**src/rtl/bus_arbiter_pkg.sv**
```systemverilog
// -----------------------------------------------------------------------------
// bus_arbiter_pkg
// Shared definitions for the bus arbiter slice:
//   - SelectModeBus encodings returned to the masters (NONE/READ/WRITE)
//   - FSM state and grant encodings
//   - fixed response data words (decode error, timeout)
//   - slave index field of the address and small helper functions
// -----------------------------------------------------------------------------
package bus_arbiter_pkg;

    typedef enum logic [1:0] {
        SEL_NONE  = 2'b00,
        SEL_READ  = 2'b01,
        SEL_WRITE = 2'b10
    } select_mode_e;

    typedef enum logic [1:0] {
        ST_IDLE = 2'b00,
        ST_ADDR = 2'b01,
        ST_WAIT = 2'b10,
        ST_RESP = 2'b11
    } bus_state_e;

    typedef enum logic {
        GRANT_M0 = 1'b0,
        GRANT_M1 = 1'b1
    } grant_e;

    localparam logic [31:0] BUS_ERR_DATA     = 32'h0000_0000;
    localparam logic [31:0] BUS_TIMEOUT_DATA = 32'hDEAD_BEEF;
    localparam int          SLAVE_IDX_HI     = 31;
    localparam int          SLAVE_IDX_LO     = 28;

    // Slave index field of a bus address.
    function automatic logic [3:0] slave_idx(input logic [31:0] addr);
        return addr[SLAVE_IDX_HI:SLAVE_IDX_LO];
    endfunction

    // SelectMode reported back to a master for a completed access.
    function automatic logic [1:0] select_mode(input logic rw);
        return rw ? SEL_WRITE : SEL_READ;
    endfunction

endpackage

```
**src/rtl/bus_arbiter_if.sv**
```systemverilog
// -----------------------------------------------------------------------------
// bus_arbiter_if
// Bundles both master ports (M0 = core, M1 = debug/DMA), the core stall flag
// and the slave-side bus.
//   modport slave  : the arbiter's view (it serves the masters, drives slaves)
//   modport master : the environment's view (masters + slaves around it)
// Signal names keep the arbiter-relative _in/_out suffixes on both modports.
// -----------------------------------------------------------------------------
interface bus_arbiter_if #(
    parameter int NUM_SLAVES = 4
);
    logic                  m0_req_in;
    logic [31:0]           m0_addr_in;
    logic [31:0]           m0_data_in;
    logic                  m0_rw_in;
    logic [1:0]            m0_select_as_out;
    logic [31:0]           m0_data_out;

    logic                  m1_req_in;
    logic [31:0]           m1_addr_in;
    logic [31:0]           m1_data_in;
    logic                  m1_rw_in;
    logic [1:0]            m1_select_as_out;
    logic [31:0]           m1_data_out;

    logic                  hold_flag_out;

    logic [NUM_SLAVES-1:0] s_sel_out;
    logic [31:0]           s_addr_out;
    logic [31:0]           s_data_out;
    logic                  s_rw_out;
    logic [31:0]           s_data_in;
    logic                  s_ready_in;

    modport slave (
        input  m0_req_in, m0_addr_in, m0_data_in, m0_rw_in,
        output m0_select_as_out, m0_data_out,
        input  m1_req_in, m1_addr_in, m1_data_in, m1_rw_in,
        output m1_select_as_out, m1_data_out,
        output hold_flag_out,
        output s_sel_out, s_addr_out, s_data_out, s_rw_out,
        input  s_data_in, s_ready_in
    );

    modport master (
        output m0_req_in, m0_addr_in, m0_data_in, m0_rw_in,
        input  m0_select_as_out, m0_data_out,
        output m1_req_in, m1_addr_in, m1_data_in, m1_rw_in,
        input  m1_select_as_out, m1_data_out,
        input  hold_flag_out,
        input  s_sel_out, s_addr_out, s_data_out, s_rw_out,
        output s_data_in, s_ready_in
    );
endinterface

```
**src/rtl/bus_arbiter_decoder.sv**
```systemverilog
// -----------------------------------------------------------------------------
// bus_addr_decoder
// Combinational slave decode of the 4-bit slave index field.
//   slave_idx_in   in  4           address bits [31:28]
//   sel_out        out NUM_SLAVES  one-hot slave select (all zero on error)
//   decode_err_out out 1           index does not map to an existing slave
// NUM_SLAVES must not exceed 16 (the index field is 4 bits wide).
// -----------------------------------------------------------------------------
module bus_addr_decoder #(
    parameter int NUM_SLAVES = 4
) (
    input  logic [3:0]            slave_idx_in,
    output logic [NUM_SLAVES-1:0] sel_out,
    output logic                  decode_err_out
);

    // One-hot decode; an index with no matching slave leaves sel all zero.
    always_comb begin
        sel_out = {NUM_SLAVES{1'b0}};
        for (int i = 0; i < NUM_SLAVES; i++) begin
            if (slave_idx_in == 4'(i)) begin
                sel_out[i] = 1'b1;
            end else begin
                sel_out[i] = 1'b0;
            end
        end
        decode_err_out = ~(|sel_out);
    end

endmodule

```
**src/rtl/bus_arbiter.sv**
```systemverilog
// -----------------------------------------------------------------------------
// bus_arbiter
// Bus-side responder for the core's data port. Arbitrates the core (M0) over
// a second master (M1, fixed priority), decodes the address to one of
// NUM_SLAVES slaves, runs the access IDLE->ADDR->WAIT->RESP and returns
// select_as/data to the granted master for one RESP cycle. hold_flag_out
// stalls the core while its own request is outstanding.
// Ports:
//   clk  in  clock
//   rst  in  asynchronous, active-high reset
//   bus  bus_arbiter_if.slave  master ports, hold flag, slave bus
// Configuration:
//   BUS_TIMEOUT_EN  when defined, a WAIT lasting TIMEOUT cycles without
//                   s_ready_in completes with 32'hDEAD_BEEF; otherwise WAIT
//                   lasts until the slave is ready.
// -----------------------------------------------------------------------------
module bus_arbiter
    import bus_arbiter_pkg::*;
#(
    parameter int NUM_SLAVES = 4
`ifdef BUS_TIMEOUT_EN
    , parameter int TIMEOUT = 16
`endif
) (
    input  logic         clk,
    input  logic         rst,
    bus_arbiter_if.slave bus
);

`ifdef BUS_TIMEOUT_EN
    // 5-bit counter: TIMEOUT must be in 1..32.
    localparam logic [4:0] TIMEOUT_LAST = 5'(TIMEOUT - 1);
    logic [4:0]            wait_cnt_r;
`endif

    bus_state_e            state_r;
    grant_e                grant_r;
    logic                  err_r;
    logic [NUM_SLAVES-1:0] s_sel_r;
    logic [31:0]           s_addr_r;
    logic [31:0]           s_data_r;
    logic                  s_rw_r;
    logic [1:0]            m0_sel_as_r;
    logic [31:0]           m0_data_r;
    logic [1:0]            m1_sel_as_r;
    logic [31:0]           m1_data_r;

    grant_e                req_grant_s;
    logic [31:0]           req_addr_s;
    logic [31:0]           req_wdata_s;
    logic                  req_rw_s;
    logic [NUM_SLAVES-1:0] dec_sel_s;
    logic                  dec_err_s;
    logic                  resp_go_s;
    logic [31:0]           resp_data_s;

    // Fixed-priority request mux: M0 wins whenever it is requesting.
    always_comb begin
        req_grant_s = GRANT_M0;
        req_addr_s  = bus.m0_addr_in;
        req_wdata_s = bus.m0_data_in;
        req_rw_s    = bus.m0_rw_in;
        if (bus.m0_req_in) begin
            req_grant_s = GRANT_M0;
            req_addr_s  = bus.m0_addr_in;
            req_wdata_s = bus.m0_data_in;
            req_rw_s    = bus.m0_rw_in;
        end else begin
            req_grant_s = GRANT_M1;
            req_addr_s  = bus.m1_addr_in;
            req_wdata_s = bus.m1_data_in;
            req_rw_s    = bus.m1_rw_in;
        end
    end

    bus_addr_decoder #(
        .NUM_SLAVES (NUM_SLAVES)
    ) u_decoder (
        .slave_idx_in   (slave_idx(req_addr_s)),
        .sel_out        (dec_sel_s),
        .decode_err_out (dec_err_s)
    );

    // Completion condition and response word; s_ready_in only counts in WAIT.
    always_comb begin
        resp_go_s   = 1'b0;
        resp_data_s = BUS_ERR_DATA;
        case (state_r)
            ST_ADDR: begin
                if (err_r) begin
                    resp_go_s   = 1'b1;
                    resp_data_s = BUS_ERR_DATA;
                end else begin
                    resp_go_s   = 1'b0;
                    resp_data_s = BUS_ERR_DATA;
                end
            end
            ST_WAIT: begin
                if (bus.s_ready_in) begin
                    resp_go_s   = 1'b1;
                    // Writes return zero; the slave's data bus is not meaningful.
                    resp_data_s = s_rw_r ? 32'h0000_0000 : bus.s_data_in;
                end
`ifdef BUS_TIMEOUT_EN
                else if (wait_cnt_r == TIMEOUT_LAST) begin
                    resp_go_s   = 1'b1;
                    resp_data_s = BUS_TIMEOUT_DATA;
                end
`endif
                else begin
                    resp_go_s   = 1'b0;
                    resp_data_s = BUS_ERR_DATA;
                end
            end
            default: begin
                resp_go_s   = 1'b0;
                resp_data_s = BUS_ERR_DATA;
            end
        endcase
    end

    // Transaction FSM with all bus outputs registered.
    always_ff @(posedge clk or posedge rst) begin
        if (rst) begin
            state_r     <= ST_IDLE;
            grant_r     <= GRANT_M0;
            err_r       <= 1'b0;
            s_sel_r     <= {NUM_SLAVES{1'b0}};
            s_addr_r    <= 32'h0000_0000;
            s_data_r    <= 32'h0000_0000;
            s_rw_r      <= 1'b0;
            m0_sel_as_r <= SEL_NONE;
            m0_data_r   <= 32'h0000_0000;
            m1_sel_as_r <= SEL_NONE;
            m1_data_r   <= 32'h0000_0000;
`ifdef BUS_TIMEOUT_EN
            wait_cnt_r  <= 5'd0;
`endif
        end else if (resp_go_s) begin
            // Enter RESP: release the slave bus, present the result.
            state_r  <= ST_RESP;
            s_sel_r  <= {NUM_SLAVES{1'b0}};
            s_addr_r <= 32'h0000_0000;
            s_data_r <= 32'h0000_0000;
            s_rw_r   <= 1'b0;
            if (grant_r == GRANT_M0) begin
                m0_sel_as_r <= select_mode(s_rw_r);
                m0_data_r   <= resp_data_s;
            end else begin
                m1_sel_as_r <= select_mode(s_rw_r);
                m1_data_r   <= resp_data_s;
            end
        end else begin
            case (state_r)
                ST_IDLE: begin
                    if (bus.m0_req_in || bus.m1_req_in) begin
                        state_r  <= ST_ADDR;
                        grant_r  <= req_grant_s;
                        err_r    <= dec_err_s;
                        s_sel_r  <= dec_sel_s;
                        s_addr_r <= req_addr_s;
                        s_data_r <= req_wdata_s;
                        s_rw_r   <= req_rw_s;
                    end else begin
                        state_r <= ST_IDLE;
                    end
                end
                ST_ADDR: begin
                    state_r    <= ST_WAIT;
`ifdef BUS_TIMEOUT_EN
                    wait_cnt_r <= 5'd0;
`endif
                end
                ST_WAIT: begin
                    state_r    <= ST_WAIT;
`ifdef BUS_TIMEOUT_EN
                    wait_cnt_r <= wait_cnt_r + 5'd1;
`endif
                end
                ST_RESP: begin
                    state_r     <= ST_IDLE;
                    m0_sel_as_r <= SEL_NONE;
                    m0_data_r   <= 32'h0000_0000;
                    m1_sel_as_r <= SEL_NONE;
                    m1_data_r   <= 32'h0000_0000;
                end
                default: begin
                    state_r <= ST_IDLE;
                end
            endcase
        end
    end

    assign bus.s_sel_out        = s_sel_r;
    assign bus.s_addr_out       = s_addr_r;
    assign bus.s_data_out       = s_data_r;
    assign bus.s_rw_out         = s_rw_r;
    assign bus.m0_select_as_out = m0_sel_as_r;
    assign bus.m0_data_out      = m0_data_r;
    assign bus.m1_select_as_out = m1_sel_as_r;
    assign bus.m1_data_out      = m1_data_r;

    // Combinational on the request so the core stalls in the cycle it asks;
    // released only in the RESP cycle that serves M0.
    assign bus.hold_flag_out = bus.m0_req_in &
                               ~((state_r == ST_RESP) && (grant_r == GRANT_M0));

endmodule

```
**src/flat_wrapper.sv**
```systemverilog
// flat-port wrapper written by rule: the top's interface ports become plain ports
module bus_arbiter_flat import bus_arbiter_pkg::*;
#(
    parameter int NUM_SLAVES = 4

)
  (clk, rst, bus_m0_req_in, bus_m0_addr_in, bus_m0_data_in, bus_m0_rw_in, bus_m0_select_as_out, bus_m0_data_out, bus_m1_req_in, bus_m1_addr_in, bus_m1_data_in, bus_m1_rw_in, bus_m1_select_as_out, bus_m1_data_out, bus_hold_flag_out, bus_s_sel_out, bus_s_addr_out, bus_s_data_out, bus_s_rw_out, bus_s_data_in, bus_s_ready_in);
  bus_arbiter_if #(.NUM_SLAVES(NUM_SLAVES)) bus_i ();
  input  logic clk;
  input  logic rst;
  input wire logic [$bits(bus_i.m0_req_in)-1:0] bus_m0_req_in;
  input wire logic [$bits(bus_i.m0_addr_in)-1:0] bus_m0_addr_in;
  input wire logic [$bits(bus_i.m0_data_in)-1:0] bus_m0_data_in;
  input wire logic [$bits(bus_i.m0_rw_in)-1:0] bus_m0_rw_in;
  output wire logic [$bits(bus_i.m0_select_as_out)-1:0] bus_m0_select_as_out;
  output wire logic [$bits(bus_i.m0_data_out)-1:0] bus_m0_data_out;
  input wire logic [$bits(bus_i.m1_req_in)-1:0] bus_m1_req_in;
  input wire logic [$bits(bus_i.m1_addr_in)-1:0] bus_m1_addr_in;
  input wire logic [$bits(bus_i.m1_data_in)-1:0] bus_m1_data_in;
  input wire logic [$bits(bus_i.m1_rw_in)-1:0] bus_m1_rw_in;
  output wire logic [$bits(bus_i.m1_select_as_out)-1:0] bus_m1_select_as_out;
  output wire logic [$bits(bus_i.m1_data_out)-1:0] bus_m1_data_out;
  output wire logic [$bits(bus_i.hold_flag_out)-1:0] bus_hold_flag_out;
  output wire logic [$bits(bus_i.s_sel_out)-1:0] bus_s_sel_out;
  output wire logic [$bits(bus_i.s_addr_out)-1:0] bus_s_addr_out;
  output wire logic [$bits(bus_i.s_data_out)-1:0] bus_s_data_out;
  output wire logic [$bits(bus_i.s_rw_out)-1:0] bus_s_rw_out;
  input wire logic [$bits(bus_i.s_data_in)-1:0] bus_s_data_in;
  input wire logic [$bits(bus_i.s_ready_in)-1:0] bus_s_ready_in;
  assign bus_i.m0_req_in = bus_m0_req_in;
  assign bus_i.m0_addr_in = bus_m0_addr_in;
  assign bus_i.m0_data_in = bus_m0_data_in;
  assign bus_i.m0_rw_in = bus_m0_rw_in;
  assign bus_m0_select_as_out = bus_i.m0_select_as_out;
  assign bus_m0_data_out = bus_i.m0_data_out;
  assign bus_i.m1_req_in = bus_m1_req_in;
  assign bus_i.m1_addr_in = bus_m1_addr_in;
  assign bus_i.m1_data_in = bus_m1_data_in;
  assign bus_i.m1_rw_in = bus_m1_rw_in;
  assign bus_m1_select_as_out = bus_i.m1_select_as_out;
  assign bus_m1_data_out = bus_i.m1_data_out;
  assign bus_hold_flag_out = bus_i.hold_flag_out;
  assign bus_s_sel_out = bus_i.s_sel_out;
  assign bus_s_addr_out = bus_i.s_addr_out;
  assign bus_s_data_out = bus_i.s_data_out;
  assign bus_s_rw_out = bus_i.s_rw_out;
  assign bus_i.s_data_in = bus_s_data_in;
  assign bus_i.s_ready_in = bus_s_ready_in;
  bus_arbiter #(.NUM_SLAVES(NUM_SLAVES)) u_core (.clk(clk), .rst(rst), .bus(bus_i));
endmodule
```
**config.mk**
```make
export PLATFORM = sky130hd
export DESIGN_NAME = bus_arbiter_flat
export DESIGN_NICKNAME = d
export VERILOG_FILES = /design/src/rtl/bus_arbiter_pkg.sv /design/src/rtl/bus_arbiter_if.sv /design/src/rtl/bus_arbiter_decoder.sv /design/src/rtl/bus_arbiter.sv /design/src/flat_wrapper.sv
export SDC_FILE = /design/constraint.sdc
export NUM_CORES = 1
export LEC_CHECK = 0
export ABC_AREA = 1
export CAP_MARGIN = 5
export CORE_ASPECT_RATIO = 0.5
export CORE_MARGIN = 2
export CORE_UTILIZATION = 46
export CTS_CLUSTER_DIAMETER = 80
export CTS_CLUSTER_SIZE = 24
export DETAILED_ROUTE_END_ITERATION = 6
export HOLD_SLACK_MARGIN = 0.03
export PLACE_DENSITY = 0.87
export SYNTH_ARGS = -nofsm -noshare
export SYNTH_HDL_FRONTEND = slang
export SYNTH_SLANG_ARGS = --single-unit
```
**constraint.sdc**
```tcl
create_clock -name clk -period 10 [get_ports clk]
set_clock_uncertainty 0.2 [all_clocks]
set_input_delay 2.5 -clock clk [delete_from_list [all_inputs] [get_ports clk]]
set_output_delay 2.5 -clock clk [all_outputs]
set_load 0.02 [all_outputs]
```
# Word-level counts from Yosys, hierarchy flattened
# Cells that the tools add are included.
# classes
eq_ne,8
mux,40
n_bitwise,5
n_reduce_logical,13
# op_table
cell,n
32-bit two-way mux,16
2-bit two-way mux,7
1-bit two-way mux,12
4-bit two-way mux,3
4-bit by 2-bit equality test with 1-bit output (second input constant),2
2-bit one-hot mux with 3 select lines,1
2-bit AND reduction,3
2-bit nonzero test,3
2-bit equality test (second input constant),2
4-bit by 1-bit equality test with 1-bit output (second input constant),1
4-bit logical NOT,1
1-bit NOT,4
4-bit OR reduction,1
3-bit AND reduction,1
2-bit by 1-bit equality test with 1-bit output (second input constant),1
2-bit logical NOT,1
2-bit by 1-bit inequality test with 1-bit output (second input constant),1
2-bit inequality test (second input constant),1
1-bit one-hot mux with 2 select lines,1
2-bit OR reduction,1
1-bit bitwise AND,1
1-bit logical AND,1
1-bit logical OR,1
# word_totals
reg_bits,141
in_bits,167
out_inout_bits,138
word_cells,77

# Longest topological paths before layout
# Gate-level depths: netlist of the first run.
# depth
depth_word,6
ltp_mapped,11
mapped_depth_nobuf,9

# Cells and area by module
# Synthesis of the first run repeated with hierarchy kept, for this count alone.
# unflattened
cells_unflattened,806
hier_area_um2,6817.8
# by_module_without_submodules
mod,n_inst,cells_per_inst,area_per_inst_um2,seq_area_each_um2
bus_arbiter,1,793,6751.5,3528.4
bus_addr_decoder,1,13,66.3,0.0

# Least setup slack after synthesis of the first run
# No wires, ideal clock.
# synth_timing
kind,input to output
start,input bus_m0_req_in
end,output bus_hold_flag_out
arrival_ns,3.232
t_required_ns,7.300
slack_ns,4.068
stages,4
n_path_buf,2
cell_sequence,buf_4 > inv_1 > clkbuf_1 > a21oi_1
# synth_via
elab_chain_len,1
# synth_rtl
element,line_no,source
"start, declared",flat_wrapper.sv:11,input wire logic [$bits(bus_i.m0_req_in)-1:0] bus_m0_req_in;
1-bit bitwise AND,bus_arbiter.sv:205,assign bus.hold_flag_out = bus.m0_req_in &
"end, declared",flat_wrapper.sv:23,output wire logic [$bits(bus_i.hold_flag_out)-1:0] bus_hold_flag_out;
# Every way passes these cells.

# Worst setup path after layout of the first run
# Same ends and word-level chain as after synthesis.

==> results.md, run 1 <==
Logic synthesis:
- The post-synthesis register bit count is about 140.
- The cell area after synthesis is ~0.0070 mm^2.
- Summed over its instances, the top area cell type makes up around half of the synthesized netlist area.
- Yosys mapped a number of flops with a built-in enable equal to 0.
- Ranked by instance count, the synthesized netlist is headed by 468 x nand2_1, 142 x nand3_1, 141 x dfrtp_1.
- The synthesized netlist contains 19 unique library cells.
- The most area-hungry cell type in the Yosys netlist is dfrtp_1.
- The synthesized net count is ~1100.
- The share of flip-flops with an asynchronous set or reset after synthesis is 100%.
- The cell with the most instances after synthesis is nand2_1.
- Sequential cells were found to cover 50.6% of the synthesized design area.
- Yosys attributes the largest share of cell area to dfrtp_1 51%, nand2_1 25%, nand3_1 10%.
- The number of cells produced by synthesis is 931.
- For this run, the leading register cell type out of synthesis is dfrtp_1.
- During synthesis, Yosys emitted a total of 0 warnings.
- The average instance in the mapped netlist occupies about 7.5 um^2.

Global routing:
- The number of antenna violations at the first check in global routing was 0.
- The number of global-route vias before repair was 6900.
- The first global-routing pass estimated 33900 um of wire.
- After global routing the overflow that remains totals 0.
- The global router's overall resource usage is between 20% and 30%.
- The maximum number of pins on one net before global-route repair is roughly 110.

Clock network:
- The TritonCTS clock tree is yes.
- The number of hold buffers added after CTS is 0.
- The master cell of the clock root buffer is clkbuf_16.
- The clock buffer count from CTS is 17.
- The number of sinks driven by the clock tree is ~140.
- CTS built an H-tree with a depth of 4.
- The later pin in the worst-skew pair is clocked with a latency of 0.39 ns.
- The post-CTS setup buffer count is 0.
- The number of gates resized after CTS is 0.
- The buffer depth of the longest clock path is 2.
- After clock tree synthesis, the clock-pin slew on the worst setup and hold paths is approximately 0.060 ns.

Setup path:
- STA classifies the critical path startpoint as an input pin.
- The endpoint required time on the critical path is about 7.3 ns.
- The cell repeated most along the worst path is buf_4.
- The data arrival at the endpoint of the critical path is around 4.4 ns.
- Along the worst path, the maximum fanout reaches 72.
- Traced cell by cell, the critical path runs through buf_2 > buf_4 > inv_2 > buf_4 > a21oi_1 > clkdlybuf4s50_1.
- Among all stages on the critical path, the largest delay is contributed by clkdlybuf4s50_1.
- For the worst flop-to-flop path, the logic depth is 11.
- The endpoint type of the worst setup path is an output pin.
- In this design, the stage delay of the slowest critical-path cell is roughly 0.62 ns.
- The critical setup path kind is input pin to output pin.

Status:
- The run finished with clean final reports.

Timing:
- The worst pin sits at a relative slew slack of a little under a quarter.
- The total count of hold-check failures in the final report is 0.
- At the pin with the least slew margin, the transition time is about 1.1 ns.
- The slack of the critical path is ~2.9 ns.
- The total setup violations reported at the end of the flow is 0.
- After routing, the total negative slack on setup checks comes to 0 ns.
- The final worst-path cycle share is 70.9%.
- Setup repair after global routing left no endpoint under its margin.
- After layout, the minimum clock period comes to 7.09 ns.
- The highest clock rate is about 0.14 GHz.
- The number of max-slew violations in the final report came to 0.

Power:
- In this run, the combinational gates consume a little under half of the power.
- The leakage power summed over all cells is approximately 0.0053 uW.
- In this run, the clock network consumes about a quarter of the power.
- The cell area power density is about 250 mW/mm^2.
- Net switching is between 40% and 50% of the power.
- The internal portion of the total power is 1510 uW.
- The power consumption is 2610 uW.
- Of the total power, registers draw between 30% and 40%.
- The net switching power of the design is between 1000 and 1500 uW.
- The maximum ir drop on the vdd rail is roughly 0.0002 V.

Place:
- The number of port buffers is between 300 and 400.
- OpenSTA, run right after detailed placement, puts the worst setup slack at between 2 and 3 ns.
- The final weighted congestion in routability-driven placement is between 0.8 and 0.9.
- After legalization and detailed placement, the total HPWL measured 14300 um.

Floorplan:
- After floorplanning, the core was divided into 31 placement rows.
- The width of the die is about 180 um.
- The number of I/O pins is 305.
- In this run the vertical extent of the chip is approximately 90 um.
- The die footprint is 0.0162 mm^2.
- The floorplan step defined a core boundary enclosing around 0.015 mm^2.
- The effective utilization at floorplan is 47.7%.

Route:
- The first routing iteration left 405 violations.
- The detailed-route wire length per cell is roughly 16 um.
- Dividing the detail-routed via count by the number of cells gives ~5.2.
- The remaining design rule violation count is 0.
- The first-pass detailed-route iteration total is 5.
- For this block, the routed nets add up to around 22000 um of wire.
- The number of vias after detailed routing is around 7300.
- The count of nets left with antenna violations once routing finished came out at 0.

Layout:
- In the final layout, the share of cells above drive strength 1 is under 10%.
- The net total in the final layout is roughly 1400.
- The number of antenna diodes in the final layout is 0.
- The filler cell count is ~1100.
- The post-synthesis to final-layout area growth is 50.8%.

Hold path:
- The number of cells on the worst hold path is 2.
- The type of the worst min-delay path is register to register.

Run:
- Across the run, the number of max-cap violations was 0.
==> power by group through the flow <==
stage / combinational (uW) / clock, uW / sequential [uW]
5_1_grt: 1280 / 661 / 814
6_report: 1180 / 624 / 799
3_3_place_gp: 1160 / 0 / 797
4_1_cts: 1190 / 633 / 799
2_1_floorplan: 584 / 0 / 960
3_5_place_dp: 1190 / 0 / 804
==> per-layer routing <==
metal / track usage, % / routed length, um
met1: 30.8 / 8530
met2: 47.1 / 11200
met3: 5.32 / 1420
met4: 9.84 / 678
met5: 0 / 0
==> path summary, 6_finish.rpt <==
check	endpoint	from	slack (ns)
worst max-delay path	bus_hold_flag_out	bus_m0_req_in	2.91
worst min-delay path	u_core.bus.s_addr_out[10]	u_core.bus.s_addr_out[10]	0.27
worst max register to register	u_core.bus.s_data_out[8]	u_core.state_r[0]	6.28
worst min register to register	u_core.bus.s_addr_out[10]	u_core.bus.s_addr_out[10]	0.27
max in group asynchronous	u_core.bus.s_addr_out[11]	rst	5.83
min in group asynchronous	u_core.bus.m0_data_out[2]	rst	2.38
==> worst max-delay path, delay by kind of cell <==
| kind | cells | cell delay [ns] |
|---|---|---|
| buffers and inverters | 5 | 1.63 |
| AOI/OAI and AO/OA | 1 | 0.20 |
==> through the flow <==
step           instances  utilization (%)  instance area (um^2)  hold slack (ns)
4_1_cts             1401             71.9                 10500            0.273
6_report            1401             71.9                 10500            0.269
2_1_floorplan        931                -                  6970            0.253
3_5_place_dp        1370             67.9                  9930            0.258
3_3_place_gp        1370             67.9                  9930            0.253
5_1_grt             1401             71.9                 10500            0.291
==> sequential cells by signal, summed over array words and instances, names as in the netlist <==
| register | cells |
|---|---|
| u_core.bus.s_sel_out | 4 |
| u_core.bus.m1_select_as_out | 2 |
| u_core.state_r | 2 |
| u_core.bus.s_addr_out | 32 |
| u_core.bus.m0_select_as_out | 2 |
| u_core.err_r | 1 |
| u_core.grant_r | 1 |
| u_core.bus.s_rw_out | 1 |
| u_core.bus.m0_data_out | 32 |
| u_core.bus.m1_data_out | 32 |
| u_core.bus.s_data_out | 32 |
==> kinds of logic after synthesis <==
group | after synthesis | synth area share, %
buffers and inverters | 90 | 6.66
adders and majority gates | 5 | 0.897
and+or+nand+nor | 685 | 41.1
DFF | 141 | 50.6
AOI/OAI and AO/OA | 10 | 0.718
==> cell usage in the layout, fill, tap and decap left out, types with 2 or more instances in the layout <==
master / count
o21ai_0: 9
nand2_1: 468
clkinv_4: 3
inv_2: 3
nand2_4: 2
buf_4: 7
clkdlybuf4s50_1: 303
dfrtp_1: 141
inv_6: 3
inv_1: 16
nand2_2: 3
nand4_1: 32
clkbuf_16: 17
bufinv_16: 2
nand3_2: 2
nor2_1: 35
nand3_1: 142
ha_1: 5
clkinvlp_4: 4
==> layout make-up <==
class	instances	area, um^2	share of cell area [%]
Sequential cell	141	3530	33.6
Multi-Input combinational cell	700	2980	28.4
Timing Repair Buffer	311	3090	29.4
Clock inverter	12	139	1.32
Clock buffer	19	443	4.21
Tap cell	198	248	2.36
Inverter	20	80.1	0.762
(Power assumes the default switching activity.)
==> run 2: changes to the inputs <==
--- a/config.mk
+++ b/config.mk
@@ -9,12 +9,12 @@
 export CAP_MARGIN = 5
 export CORE_ASPECT_RATIO = 0.5
 export CORE_MARGIN = 2
-export CORE_UTILIZATION = 46
+export CORE_UTILIZATION = 43
 export CTS_CLUSTER_DIAMETER = 80
 export CTS_CLUSTER_SIZE = 24
 export DETAILED_ROUTE_END_ITERATION = 6
 export HOLD_SLACK_MARGIN = 0.03
-export PLACE_DENSITY = 0.87
+export PLACE_DENSITY = 0.82
 export SYNTH_ARGS = -nofsm -noshare
 export SYNTH_HDL_FRONTEND = slang
 export SYNTH_SLANG_ARGS = --single-unit
==> constraint.sdc (replaced) <==
create_clock -name clk -period 7.19 [get_ports clk]
set_clock_uncertainty 0.2 [all_clocks]
set_input_delay 1.7975 -clock clk [delete_from_list [all_inputs] [get_ports clk]]
set_output_delay 1.7975 -clock clk [all_outputs]
set_load 0.02 [all_outputs]
==> run 2 against run 1 <==
  * Critical path depth down 2
  * Wire length down 1.1%
  * Non-clock buffer count unchanged
  * Global-route usage down 0.71 points
  * Hold slack better by 0.0011 ns
  * Sequential share of layout area down 0.18 points
  * Utilization down 4.2 points
  * Via count down 1.7%
  * Power up 41%
  * Highest routed layer unchanged
==> results.md, run 2 (synthesis gave the netlist of run 1 again) <==
Layout:
- The register area is approximately 0.0035 mm^2.
- The final layout contains between 1000 and 1500 nets.
- Fill cells in the final layout number about 1200.
- The post-synthesis to final-layout area growth is 51.6%.
- In the final layout, the share of cells above drive strength 1 is between 4 and 5%.
- The post-layout instance count excluding filler cells is between 1000 and 1500.
- Leaving out fill and tap cells, the most frequent cells in the layout are 468 x nand2_1, 303 x clkdlybuf4s50_1, 142 x nand3_1, 141 x dfrtp_1, 35 x nor2_1.
- 0 antenna diodes ended up in the layout.
- The library cell used most frequently in the layout, excluding fill and tap cells, is nand2_1.
- The multi-input combinational cells in the finished layout cover a total of roughly 0.003 mm^2.

Clock network:
- The H-tree generated during clock tree synthesis spans 4 levels.
- The TritonCTS clock tree is yes.
- For the worst-skew pair, the clock arrives at the later sink with an insertion delay of roughly 0.41 ns.
- After clock tree synthesis, the clock-pin slew on the worst setup and hold paths is ~0.060 ns.
- The number of hold buffers added after CTS is 0.
- In this run, CTS created clock tree buffers numbering 17.
- In this run, post-CTS repair resized a total of 0 instances.
- The number of sinks driven by the clock tree is around 140.
- The buffer depth of the longest clock path is 2.
- The master cell of the clock root buffer is clkbuf_16.
- The post-CTS setup buffer count is 0.

Floorplan:
- The number of I/O pins is 305.
- For this configuration, the core starts out at a cell density of approximately 45%.
- The die height is between 90 and 100 um.
- The width of the die is 184 um.
- The die footprint is 0.0173 mm^2.
- The count of standard-cell rows is 32.
- The placeable core area is roughly 0.016 mm^2.

Global routing:
- The number of global-route vias before repair is between 7000 and 8000.
- The maximum number of pins on one net before global-route repair is about 110.
- In the global route stage, overall resource usage came out at roughly 25%.
- The first global-routing pass estimated roughly 35000 um of wire.
- The residual overflow from global routing is 0.
- The number of antenna violations at the first check in global routing came to 0.

Route:
- In the detailed route, the total length drawn on met2 is ~11000 um.
- For this run, design rule violations remaining after detail routing come to 0.
- The first-pass detailed-route iteration total is 5.
- The detailed router used layers up to and including met4.
- After detailed routing, the average wire length per cell comes to about 15 um.
- Dividing the detail-routed via count by the number of cells gives 5.08.
- The post-route antenna net violation count is 0.
- After detailed routing, the wire length on met1 is 8840 um.
- The detailed-routed wire length on met3 is between 1000 and 1500 um.
- The number of vias after detailed routing is 7145.
- For this block, the initial DRC count from the detailed router was 509.
- The final wirelength is roughly 22000 um.

Setup path:
- Setup slack on the worst reg-to-reg path comes out at between 3 and 4 ns.
- The critical path is of the input pin to output pin type.
- The worst setup path is launched from an input pin.
- The end of the critical path is bus_hold_flag_out.
- Of all nets on the critical path, the largest fanout is 2.
- The endpoint of the worst-slack reg-to-reg timing path is u_core.bus.m1_data_out[25].
- The largest stage delay on the critical path is approximately 0.64 ns.
- The worst register-to-register path begins at u_core.state_r[0].
- The start point of the critical path is bus_m0_req_in.
- The depth of the worst register-to-register path is 8.
- The slowest cell on the critical path is clkdlybuf4s50_1.
- The data arrival at the endpoint of the critical path is about 2.7 ns.
- Walking the worst path, the cells encountered are buf_2 > inv_2 > a21oi_1 > clkdlybuf4s50_1.
- Data on the critical path is required at its endpoint by between 5 and 6 ns.
- The worst setup path is captured at an output pin.

Timing:
- Summed over all failing endpoints, the final setup total negative slack is 0 ns.
- The total count of hold-check failures in the final report was 0.
- The smallest clock period supported by the final layout is computed as ~4.7 ns.
- The measured slew at the worst slew-check pin is about 1.2 ns.
- The total setup violations reported at the end of the flow is 0.
- The highest clock rate is 0.212 GHz.
- The number of max-slew violations in the final report was 0.
- The final worst-path cycle share is approximately 66%.
- Setup repair after global routing left no endpoint under its margin.
- The slack of the critical path is roughly 2.5 ns.
- Measured against its own limit, the worst slew margin works out to between 15 and 20%.

Power:
- The sequential power share is between 30% and 40%.
- Combinational logic burns 44.2% of the power.
- The cell area power density is roughly 350 mW/mm^2.
- The leakage power summed over all cells is around 0.0053 uW.
- Of the total power, the clock network draws 25.6%.
- The analysis attributes to net switching a power of 1500 uW.
- The switching share of power is 40.8%.
- The internal power component is 2180 uW.
- The maximum ir drop on the vdd rail is between 0.0002 and 0.00025 V.

Status:
- The flow ran to the end, and the final reports show no timing, DRC or antenna violations.

Place:
- Before CTS, the worst setup slack after placement is 2.43 ns.
- The HPWL after detailed placement is ~14000 um.
- The final weighted congestion in routability-driven placement is 0.801.
- The number of port buffers is 304.
- Including well taps, the total number of placed cells is between 1000 and 1500.

Run:
- The max-capacitance violation count is 0.

Hold path:
- The type of the worst min-delay path is register to register.
-- run 2: cell types whose count changed in the layout (fill, tap and decap cells not counted), sizes merged --
cell | previous run | this run
clkinv | 4 | 5
inv | 22 | 21
bufinv | 2 | 4
clkinvlp | 4 | 3
clkbuf | 19 | 18
-- run 2: through the flow --
step | util [%] | hold slack (ns) | instance area, um^2 | total power (uW)
floorplan | - | 0.253 | 6970 | 2150
global placement | 63.6 | 0.253 | 9940 | 2720
detailed placement | 63.6 | 0.257 | 9940 | 2750
CTS | 67.7 | 0.272 | 10600 | 3700
global route | 67.7 | 0.290 | 10600 | 3900
finish | 67.7 | 0.270 | 10600 | 3670
-- run 2: worst max-delay path: cells and delay by family --
family                 cells  cell delay, ns
AO/OA/AOI/OAI              1            0.12
buffers and inverters      3            0.80
-- run 2: cell type report --
| class | count | share of cell area [%] |
|---|---|---|
| clock buffers | 18 | 4.16 |
| clock inverters | 13 | 1.81 |
| multi-input cells | 700 | 28.2 |
| repair buffers | 311 | 29.2 |
| flip-flops and latches | 141 | 33.4 |
| inverters | 20 | 0.758 |
| well taps | 204 | 2.42 |
-- run 2: routing by layer --
layer	vias to the layer above	global-route usage [%]
met3	53	5.27
met5	-	0
met1	3362	30.6
met4	0	11.3
met2	256	44.6
li1	3474	-
-- run 2: worst min path at each step --
stage                         startpoint                        end  slack, ns  cells after the start
6_report        u_core.bus.s_addr_out[6]   u_core.bus.s_addr_out[6]       0.27                      2
5_1_grt         u_core.bus.s_data_out[6]   u_core.bus.s_data_out[6]       0.29                      2
4_1_cts        u_core.bus.s_addr_out[10]  u_core.bus.s_addr_out[10]       0.27                      2
3_5_place_dp   u_core.bus.s_addr_out[10]  u_core.bus.s_addr_out[10]       0.26                      2
3_3_place_gp   u_core.bus.s_addr_out[23]  u_core.bus.s_addr_out[23]       0.25                      2
2_1_floorplan               u_core.err_r               u_core.err_r       0.25                      2
-- run 2: power by group through the flow --
stage / Combinational [uW] / Sequential [uW] / Clock [uW]
3_3_place_gp: 1610 / 1110 / 0
6_report: 1620 / 1110 / 940
4_1_cts: 1640 / 1110 / 956
2_1_floorplan: 812 / 1330 / 0
3_5_place_dp: 1630 / 1120 / 0
5_1_grt: 1780 / 1130 / 993
